==> src/rtl/router_pkg.sv <==
// Shared types and constants for the router packet FIFO: read FSM states,
// header length field position and default geometry.
package router_pkg;

  localparam int unsigned DEF_DATA_W = 8;
  localparam int unsigned DEF_DEPTH  = 16;

  // Header length field occupies bits [LEN_MSB:LEN_LSB] of a tagged byte
  localparam int unsigned LEN_LSB = 2;
  localparam int unsigned LEN_MSB = DEF_DATA_W - 1;

  typedef enum logic [0:0] {
    ST_IDLE = 1'b0,
    ST_BODY = 1'b1
  } rd_state_t;

endpackage

==> src/rtl/router_fifo_mem.sv <==
// Storage array for the packet FIFO: synchronous write, registered read
// port, plus a combinational view of the head entry for header decode.
module router_fifo_mem #(
  parameter int unsigned WIDTH  = 9,
  parameter int unsigned DEPTH  = 16,
  parameter int unsigned ADDR_W = 4
) (
  input  logic              clk,
  input  logic              i_wr_en,
  input  logic [ADDR_W-1:0] i_wr_addr,
  input  logic [WIDTH-1:0]  i_wr_data,
  input  logic              i_rd_en,
  input  logic [ADDR_W-1:0] i_rd_addr,
  output logic [WIDTH-1:0]  o_rd_q,
  output logic [WIDTH-1:0]  o_peek
);

  logic [WIDTH-1:0] r_mem [DEPTH];
  logic [WIDTH-1:0] r_rd_q;

  // Read and write never target the same slot: reads need !empty, writes !full
  always_ff @(posedge clk) begin
    if (i_wr_en) r_mem[i_wr_addr] <= i_wr_data;
    if (i_rd_en) r_rd_q <= r_mem[i_rd_addr];
  end

  assign o_rd_q = r_rd_q;
  assign o_peek = r_mem[i_rd_addr];

endmodule

==> src/rtl/router_pkt_fifo.sv <==
// Packet-aware per-destination output FIFO of the 1x3 router.
// Optional drop statistics (ovf, drop_cnt) when ROUTER_PKT_FIFO_STATS_EN is defined.
module router_pkt_fifo
  import router_pkg::*;
#(
  parameter int unsigned DATA_W    = DEF_DATA_W,
  parameter int unsigned DEPTH     = DEF_DEPTH,
  parameter int unsigned AF_MARGIN = 2
) (
  input  logic                     clk,
  input  logic                     reset,
  input  logic                     soft_reset,
  input  logic                     write_enb,
  input  logic                     lfd_state,
  input  logic [DATA_W-1:0]        data_in,
  input  logic                     read_enb,
  output logic [DATA_W-1:0]        data_out,
  output logic                     data_valid,
  output logic                     sof_out,
  output logic                     empty,
  output logic                     full,
  output logic                     almost_full,
  output logic [$clog2(DEPTH):0]   count,
  output logic                     pkt_done,
  output logic                     err_trunc,
  output logic                     err_orphan
`ifdef ROUTER_PKT_FIFO_STATS_EN
  ,
  output logic                     ovf,
  output logic [7:0]               drop_cnt
`endif
);

  localparam int unsigned ADDR_W = $clog2(DEPTH);
  localparam int unsigned PTR_W  = ADDR_W + 1;
  localparam int unsigned ENT_W  = DATA_W + 1;
  localparam int unsigned REM_W  = DATA_W - 1;
  localparam int unsigned LEN_W  = DATA_W - LEN_LSB;

  logic [PTR_W-1:0]  r_wptr, r_rptr, w_count;
  logic              w_empty, w_full, w_wr_acc, w_rd_acc, w_clr;
  logic [ENT_W-1:0]  w_peek, w_rd_q;
  logic              w_peek_tag;
  logic [LEN_W-1:0]  w_peek_len;
  logic [LEN_LSB-1:0] w_unused_peek;

  rd_state_t         r_state, w_nxt_state;
  logic [REM_W-1:0]  r_rem, w_nxt_rem;
  logic              w_nxt_done, w_nxt_trunc, w_nxt_orphan;
  logic              r_done, r_trunc, r_orphan, r_valid, r_out_live;

  assign w_clr    = reset || soft_reset;
  assign w_count  = r_wptr - r_rptr;
  assign w_empty  = (r_wptr == r_rptr);
  assign w_full   = (r_wptr[ADDR_W] != r_rptr[ADDR_W]) &&
                    (r_wptr[ADDR_W-1:0] == r_rptr[ADDR_W-1:0]);
  assign w_wr_acc = write_enb && !w_full && !w_clr;
  assign w_rd_acc = read_enb && !w_empty && !w_clr;

  router_fifo_mem #(
    .WIDTH  (ENT_W),
    .DEPTH  (DEPTH),
    .ADDR_W (ADDR_W)
  ) u_mem (
    .clk       (clk),
    .i_wr_en   (w_wr_acc),
    .i_wr_addr (r_wptr[ADDR_W-1:0]),
    .i_wr_data ({lfd_state, data_in}),
    .i_rd_en   (w_rd_acc),
    .i_rd_addr (r_rptr[ADDR_W-1:0]),
    .o_rd_q    (w_rd_q),
    .o_peek    (w_peek)
  );

  assign w_peek_tag    = w_peek[DATA_W];
  assign w_peek_len    = w_peek[DATA_W-1:LEN_LSB];
  assign w_unused_peek = w_peek[LEN_LSB-1:0];

  always_ff @(posedge clk) begin
    if (w_clr) begin
      r_wptr <= '0;
      r_rptr <= '0;
    end else begin
      if (w_wr_acc) r_wptr <= r_wptr + PTR_W'(1);
      if (w_rd_acc) r_rptr <= r_rptr + PTR_W'(1);
    end
  end

  // Read FSM next state: tracks bytes remaining (payload + parity) in the current packet
  always_comb begin
    w_nxt_state  = r_state;
    w_nxt_rem    = r_rem;
    w_nxt_done   = 1'b0;
    w_nxt_trunc  = 1'b0;
    w_nxt_orphan = 1'b0;
    if (w_rd_acc) begin
      unique case (r_state)
        ST_IDLE: begin
          if (w_peek_tag) begin
            w_nxt_rem   = REM_W'(w_peek_len) + REM_W'(1);
            w_nxt_state = ST_BODY;
          end else begin
            w_nxt_orphan = 1'b1;
          end
        end
        ST_BODY: begin
          if (w_peek_tag) begin
            w_nxt_trunc = 1'b1;
            w_nxt_rem   = REM_W'(w_peek_len) + REM_W'(1);
          end else begin
            w_nxt_rem = r_rem - REM_W'(1);
            if (r_rem == REM_W'(1)) begin
              w_nxt_done  = 1'b1;
              w_nxt_state = ST_IDLE;
            end
          end
        end
        default: w_nxt_state = ST_IDLE;
      endcase
    end
  end

  always_ff @(posedge clk) begin
    if (w_clr) begin
      r_state  <= ST_IDLE;
      r_rem    <= '0;
      r_done   <= 1'b0;
      r_trunc  <= 1'b0;
      r_orphan <= 1'b0;
      r_valid  <= 1'b0;
    end else begin
      r_state  <= w_nxt_state;
      r_rem    <= w_nxt_rem;
      r_done   <= w_nxt_done;
      r_trunc  <= w_nxt_trunc;
      r_orphan <= w_nxt_orphan;
      r_valid  <= w_rd_acc;
    end
  end

  // The array read register has no reset; mask it to zero until the first read after reset
  always_ff @(posedge clk) begin
    if (reset)         r_out_live <= 1'b0;
    else if (w_rd_acc) r_out_live <= 1'b1;
  end

  assign data_out    = r_out_live ? w_rd_q[DATA_W-1:0] : '0;
  assign sof_out     = r_out_live && w_rd_q[DATA_W];
  assign data_valid  = r_valid;
  assign pkt_done    = r_done;
  assign err_trunc   = r_trunc;
  assign err_orphan  = r_orphan;
  assign empty       = w_empty;
  assign full        = w_full;
  assign count       = w_count;
  assign almost_full = (w_count >= PTR_W'(DEPTH - AF_MARGIN));

`ifdef ROUTER_PKT_FIFO_STATS_EN
  logic       r_ovf;
  logic [7:0] r_drop_cnt;

  always_ff @(posedge clk) begin
    if (w_clr) begin
      r_ovf      <= 1'b0;
      r_drop_cnt <= '0;
    end else if (write_enb && w_full) begin
      r_ovf <= 1'b1;
      if (r_drop_cnt != 8'hFF) r_drop_cnt <= r_drop_cnt + 8'd1;
    end
  end

  assign ovf      = r_ovf;
  assign drop_cnt = r_drop_cnt;
`endif

endmodule

==> config.mk <==
export PLATFORM = sky130hd
export DESIGN_NAME = router_pkt_fifo
export DESIGN_NICKNAME = d
export VERILOG_FILES = /design/src/rtl/router_pkg.sv /design/src/rtl/router_fifo_mem.sv /design/src/rtl/router_pkt_fifo.sv
export SDC_FILE = /design/constraint.sdc
export NUM_CORES = 1
export LEC_CHECK = 0
export ABC_CLOCK_PERIOD_IN_PS = 3500
export BUFFER_PORTS_ARGS = -buffer_cell sky130_fd_sc_hd__buf_2
export CORE_ASPECT_RATIO = 2
export CORE_UTILIZATION = 60
export CTS_CLUSTER_SIZE = 14
export DETAILED_ROUTE_END_ITERATION = 12
export GPL_ROUTABILITY_DRIVEN = 0
export PLACE_DENSITY = 0.78
export SLEW_MARGIN = 5
export SYNTH_ARGS = -nofsm -noshare
export SYNTH_HDL_FRONTEND = slang
export SYNTH_SLANG_ARGS = --single-unit
==> constraint.sdc <==
create_clock -name clk -period 3.5 [get_ports clk]
set_input_delay 0 -clock clk [delete_from_list [all_inputs] [get_ports clk]]
set_output_delay 0 -clock clk [all_outputs]
set_load 0.05 [all_outputs]
After elaboration in Yosys (flattened, before gate mapping)
Memory sizes are Yosys's and may differ from the RTL's. A register that Yosys moved wholly into a read port is not among the register bits.
Cells that the tools add are included.
Widths: inputs -> output; s select.
{"block": "op_classes", "n_eq_ne": 5, "n_lt_le_gt_ge": 1, "n_reduce_logical": 14, "shift": 0, "div": 0, "multipliers": 0, "n_bitwise": 2, "addsub": 5, "muxes": 14}
{"cell": "$mux 7", "count": 2}
{"cell": "$pmux 7 s2", "count": 1}
{"cell": "$add 5x1->5 const B", "count": 2}
{"cell": "$mux 4", "count": 2}
{"cell": "$mux 8", "count": 1}
{"cell": "$add 6x1->7 const B", "count": 1}
{"cell": "$eq 7x1->1 const B", "count": 1}
{"cell": "$mux 1", "count": 7}
{"cell": "$sub 7x1->7 const B", "count": 1}
{"cell": "$logic_and 1x1->1", "count": 6}
{"cell": "$reduce_or 3->1", "count": 2}
{"cell": "$eq 5x5->1", "count": 1}
{"cell": "$ge 5x4->1 const B", "count": 1}
{"cell": "$sub 5x5->5", "count": 1}
{"cell": "$eq 4x4->1", "count": 1}
{"cell": "$reduce_or 4->1", "count": 1}
{"cell": "$logic_not 1->1", "count": 3}
{"cell": "$ne 2x1->1 const B", "count": 1}
{"cell": "$not 1->1", "count": 2}
{"cell": "$pmux 1 s2", "count": 1}
{"cell": "$reduce_and 2->1", "count": 1}
{"cell": "$logic_or 1x1->1", "count": 1}
{"cell": "$ne 1x1->1", "count": 1}
{"block": "totals", "out_inout_bits": 21, "memories": 1, "word_cells": 52, "mem_bits_ro": 0, "latchBits": 0, "regBits": 32, "ramBits": 144}
{"name": "u_mem.r_mem", "words": 16, "width": 9, "rd": 1, "rd_ports_with_merged_regs": 1, "write_ports": 1, "line": "router_fifo_mem.sv:18", "rtl": "logic [WIDTH-1:0] r_mem [DEPTH];"}

Longest topological paths before layout
{"block": "depth", "word_depth": 7, "depth_mapped": 10}

Cells and area by module
From an unflattened synthesis, not the netlist that was laid out.
{"block": "hier_totals", "cells_unflattened": 430, "hier_area_um2": 7334.5}
{"module": "router_fifo_mem", "area_per_inst_um2": 5870.6, "cells_each": 254, "instances": 1}
{"module": "router_pkt_fifo", "area_per_inst_um2": 1463.9, "cells_each": 176, "instances": 1}

Worst setup path after synthesis
Ideal clock, no wire load.
{"block": "synth_timing", "kind": "flip-flop to flip-flop", "from": "register r_wptr[0]", "to": "register r_rem[6]", "arrival_ns": 2.241, "path_slack_ns": 1.133, "setup_ns": 0.126, "path_buffers": 0, "path_stages_with_launch": 9, "cell_sequence": "dfxtp_1 inv_1 ha_1 nand4_1 o211ai_1 clkinv_1 nand2_1 or3_1 a31oi_1"}
{"block": "synth_between", "elab_chain_len": 5}
{"item": "start, declared", "line": "router_pkt_fifo.sv:40", "rtl": "logic [PTR_W-1:0] r_wptr, r_rptr, w_count;"}
{"item": "start signal, assigned", "line": "router_pkt_fifo.sv:84", "rtl": "if (w_wr_acc) r_wptr <= r_wptr + PTR_W'(1);"}
{"item": "$eq 5x5->1", "line": "router_pkt_fifo.sv:54", "rtl": "assign w_empty = (r_wptr == r_rptr);"}
{"item": "$logic_not 1->1", "line": "router_pkt_fifo.sv:58", "rtl": "assign w_rd_acc = read_enb && !w_empty && !w_clr;"}
{"item": "$logic_and 1x1->1 (2 in a row)", "line": "router_pkt_fifo.sv:58"}
{"item": "net u_mem.i_rd_en", "line": "router_fifo_mem.sv:12", "rtl": "input logic i_rd_en,"}
{"item": "$reduce_and 2->1 (no source line)"}
{"item": "end signal, assigned", "line": "router_pkt_fifo.sv:133", "rtl": "r_rem <= w_nxt_rem;"}
{"item": "end, declared", "line": "router_pkt_fifo.sv:48", "rtl": "logic [REM_W-1:0] r_rem, w_nxt_rem;"}
The timed path passes the listed nets, and every way through them passes these cells.
A chain may end at the register's enable or synchronous reset.

==> impl_results.md <==
* Outcome: finished clean
* Count of clock tree sinks at 180
* Highest clock rate at 375 MHz
* Chip Height at 158 um
* Effective utilization at floorplan at 61.7%
* Syn nets at 449
* Share of post-route cells with drive strength above 1 at about a quarter
* Via total after detailed routing at around 4000
* Final critical delay including setup and external delays at 2.66 ns
* Proportion of register bits with asynchronous set or reset after synthesis at 0%
* Final setup vio count at 0
* Average cell area after synthesis at 17.2 um2
* Detail Placement HPWL at about 9500 um
* Wire length of the first global-routing pass at 23500 um
* Clk slew on worst S/H paths at 0.07 ns
* Layout filler cell count at just over 700
* Relative slew slack at 56.0%
* Total Die Area at around 13000 um2
* Setup Fix Bufs, Post-CTS at 0
* Setup WS post-layout at 0.836 ns
* Root buffer cell: clkbuf_16
* Tcrit/Tclk final at 76.1%
* Combined global-route utilization of all metal layers at between 20% and 30%
* Unique cell type count in the Yosys netlist at 42
* Input/output buffers at 34
* Number of instances in the placed design at 607
* Sequential element share of the synthesized area at 70.6%
* Top Ports at 35
* Pin count of the biggest net entering global routing at 34
* Violation count after the first detailed-routing iteration at 266
* Number of nets in the finished design at 520
* Antenna Violating Nets Remaining at 0
* Worst setup path class: register to register
* IR drop worst, VDD at between 0.0004 and 0.0005 V
* Transition time at the pin with the least slew margin at between 0.6 and 0.7 ns
* Total count of max-transition violations in the final report at 0
* Setup TNS at 0 ns
* Synth warnings at 0
* Total leakage power at 0.00287 uW
* Max-capacitance violation count at 0
* Primary FF master, synth: edfxtp_1
* Number of buffer and inverter stages on the critical path at 1
* Synthesis-to-finish area growth at 16.3%
* Count of mapped cells out of synthesis at 422
* Path category of the worst min-delay check: input port to register
* Peak fanout along the critical path at 22
* Number of synthesized register bits at 180
* Number of antenna violations at the first check in global routing at 0
* Area of all sequential standard cells at a little over 5000 um2
* Clk Latency, worst-skew pair at 0.43 ns
* Average routed wire per standard cell at 24.1 um
* Number of enable-type register cells in the synthesized netlist at 153
* Number of global-route vias before repair at 4111
* Multi-input logic area at 1990 um2
* Delay contributed by the slowest stage of the critical path at 0.63 ns
* CTS tree: done
* Standard cell with the maximum stage delay on the critical path: mux4_2
* Number of vias per cell after detailed routing at 6.21
* PD cells at between 500 and 600 nW/um2
* Final routed DRC violation total at 0
* CTS max path bufs at 2
* Layout Cell Area excl Fill at 8450 um2
* N_diodes at 0
* Placeable core region at 11800 um2
* Critical path cell sequence: buf_12, mux4_1, mux4_2, o21ai_0, a22oi_1, nor2_1
* RSZ-0062 raised after global routing: no
* Std-Cell Rows at 56
* Clock buffers created by TritonCTS at 17
* Congestion Overflow GR at 0
* Worst setup slack before clock tree synthesis at roughly 0.95 ns
* Element type at the critical path end: register
* Post-route total power at around 4500 uW
* Largest delay share family, worst path: multiplexers
* Sort of element at the start of the critical path: register
* Placed Instance Area at 7700 um2
* Arrival time of the worst setup path at 3.03 ns
* Data required time of the worst path at 3.86 ns
* Detailed Route WL at 15700 um
* Number of non-filler instances in the completed layout at 651
* Skew final at 0.00856 ns
* First-pass detailed-route iteration total at 6
* Level count of the clock H-tree at 4
* Count of final hold-check violations at 0
* Synthesized cell area at 7270 um2
* Die span in x at between 70 and 80 um
synth_stat cells, types with 7 or more instances:
| cell | number | area share (%) |
|---|---|---|
| and2_1 | 9 | 0.77 |
| nand2_1 | 20 | 1.0 |
| ha_1 | 12 | 2.1 |
| edfxtp_1 | 153 | 63 |
| mux4_2 | 40 | 12 |
| nor2_1 | 37 | 1.9 |
| xnor2_1 | 10 | 1.2 |
| nand3_1 | 15 | 1.0 |
| inv_1 | 11 | 0.57 |
| a21oi_1 | 7 | 0.48 |
| dfxtp_1 | 27 | 7.4 |
area by class of cell:
type | count | area share, %
Timing Repair Buffer | 69 | 5.62
Multi-Input combinational cell | 213 | 23.5
Inverter | 12 | 0.533
Clock buffer | 18 | 5.08
Clock inverter | 14 | 2.35
Tap cell | 145 | 2.15
Sequential cell | 180 | 60.8
layout by cell type (no fill, tap or decap), drive strengths merged:
cell type / instances
edfxtp: 153
buf: 57
mux4: 41
nor2: 37
dfxtp: 27
nand2: 20
clkbuf: 18
inv: 16
nand3: 15
ha: 12
dlygate4sd3: 12
xnor2: 10
and2: 9
o21ai: 9
a21oi: 7
xor2: 6
a22oi: 6
nor3: 6
nand4: 4
nor2b: 4
mux2i: 4
bufinv: 4
or3: 3
a31oi: 3
clkinvlp: 3
clkinv: 3
a21o: 2
o211a: 2
nand2b: 2
nor4: 2
o211ai: 1
a31o: 1
or2: 1
or3b: 1
o22ai: 1
a221oi: 1
and4: 1
and3: 1
fa: 1
power by group:
part	internal [uW]	switching [uW]	total, uW
logic	53.3	92.8	146
registers	2330	6.27	2340
clock network	1210	794	2000
total	3590	893	4480
layer usage:
layer / track usage (%) / vias to the layer above / routed length, um
met5: 0 / - / 0
li1: - / 1785 / -
met1: 29.6 / 2026 / 5260
met4: 13.7 / 0 / 568
met3: 5.01 / 40 / 1010
met2: 50.5 / 190 / 8850
registers in the layout (all words and copies together), names as in the netlist, named ones only:
register      cells
data_valid        1
err_orphan        1
err_trunc         1
pkt_done          1
r_out_live        1
r_rem             7
r_rptr            5
r_state           1
r_wptr            5
u_mem.o_rd_q      9
u_mem.r_mem     144
what timing repair did:
action,in CTS,in global routing
hold buffers,12,0
gates resized for setup,0,0
endpoints found under the hold margin,149,0
worst min-delay path, cell delays in order:
cell	delay (ns)
buf_2	0.10
o21ai_0	0.21
xnor2_1	0.11
nor2_1	0.08
metrics by stage:
stage / utilization, % / hold slack [ns]
after floorplan: - / 0.0989
after global placement: 65.5 / 0.226
after detailed placement: 65.5 / 0.228
after CTS: 71.8 / 0.101
after global routing: 71.8 / 0.165
final: 71.8 / 0.111
cell families after synthesis:
kind of cell | share of synthesized area [%]
compound gates | 2.89
xor+xnor | 1.93
fa+ha+maj | 2.34
buf+inv | 2.01
flops | 70.6
mux | 13.3
simple gates | 6.87
final timing paths:
check	startpoint	endpoint	slack [ns]	cells past startpoint
setup / recovery	register	r_rem[0]$_SDFFE_PP0P_	0.84	6
hold / removal	write_enb	r_wptr[0]$_SDFFE_PP0P_	0.11	4
setup reg to reg	register	r_rem[0]$_SDFFE_PP0P_	0.84	6
hold reg to reg	r_rem[6]$_SDFFE_PP0P_	r_rem[6]$_SDFFE_PP0P_	0.51	2
Note: power is estimated with default switching activity, not from simulation.
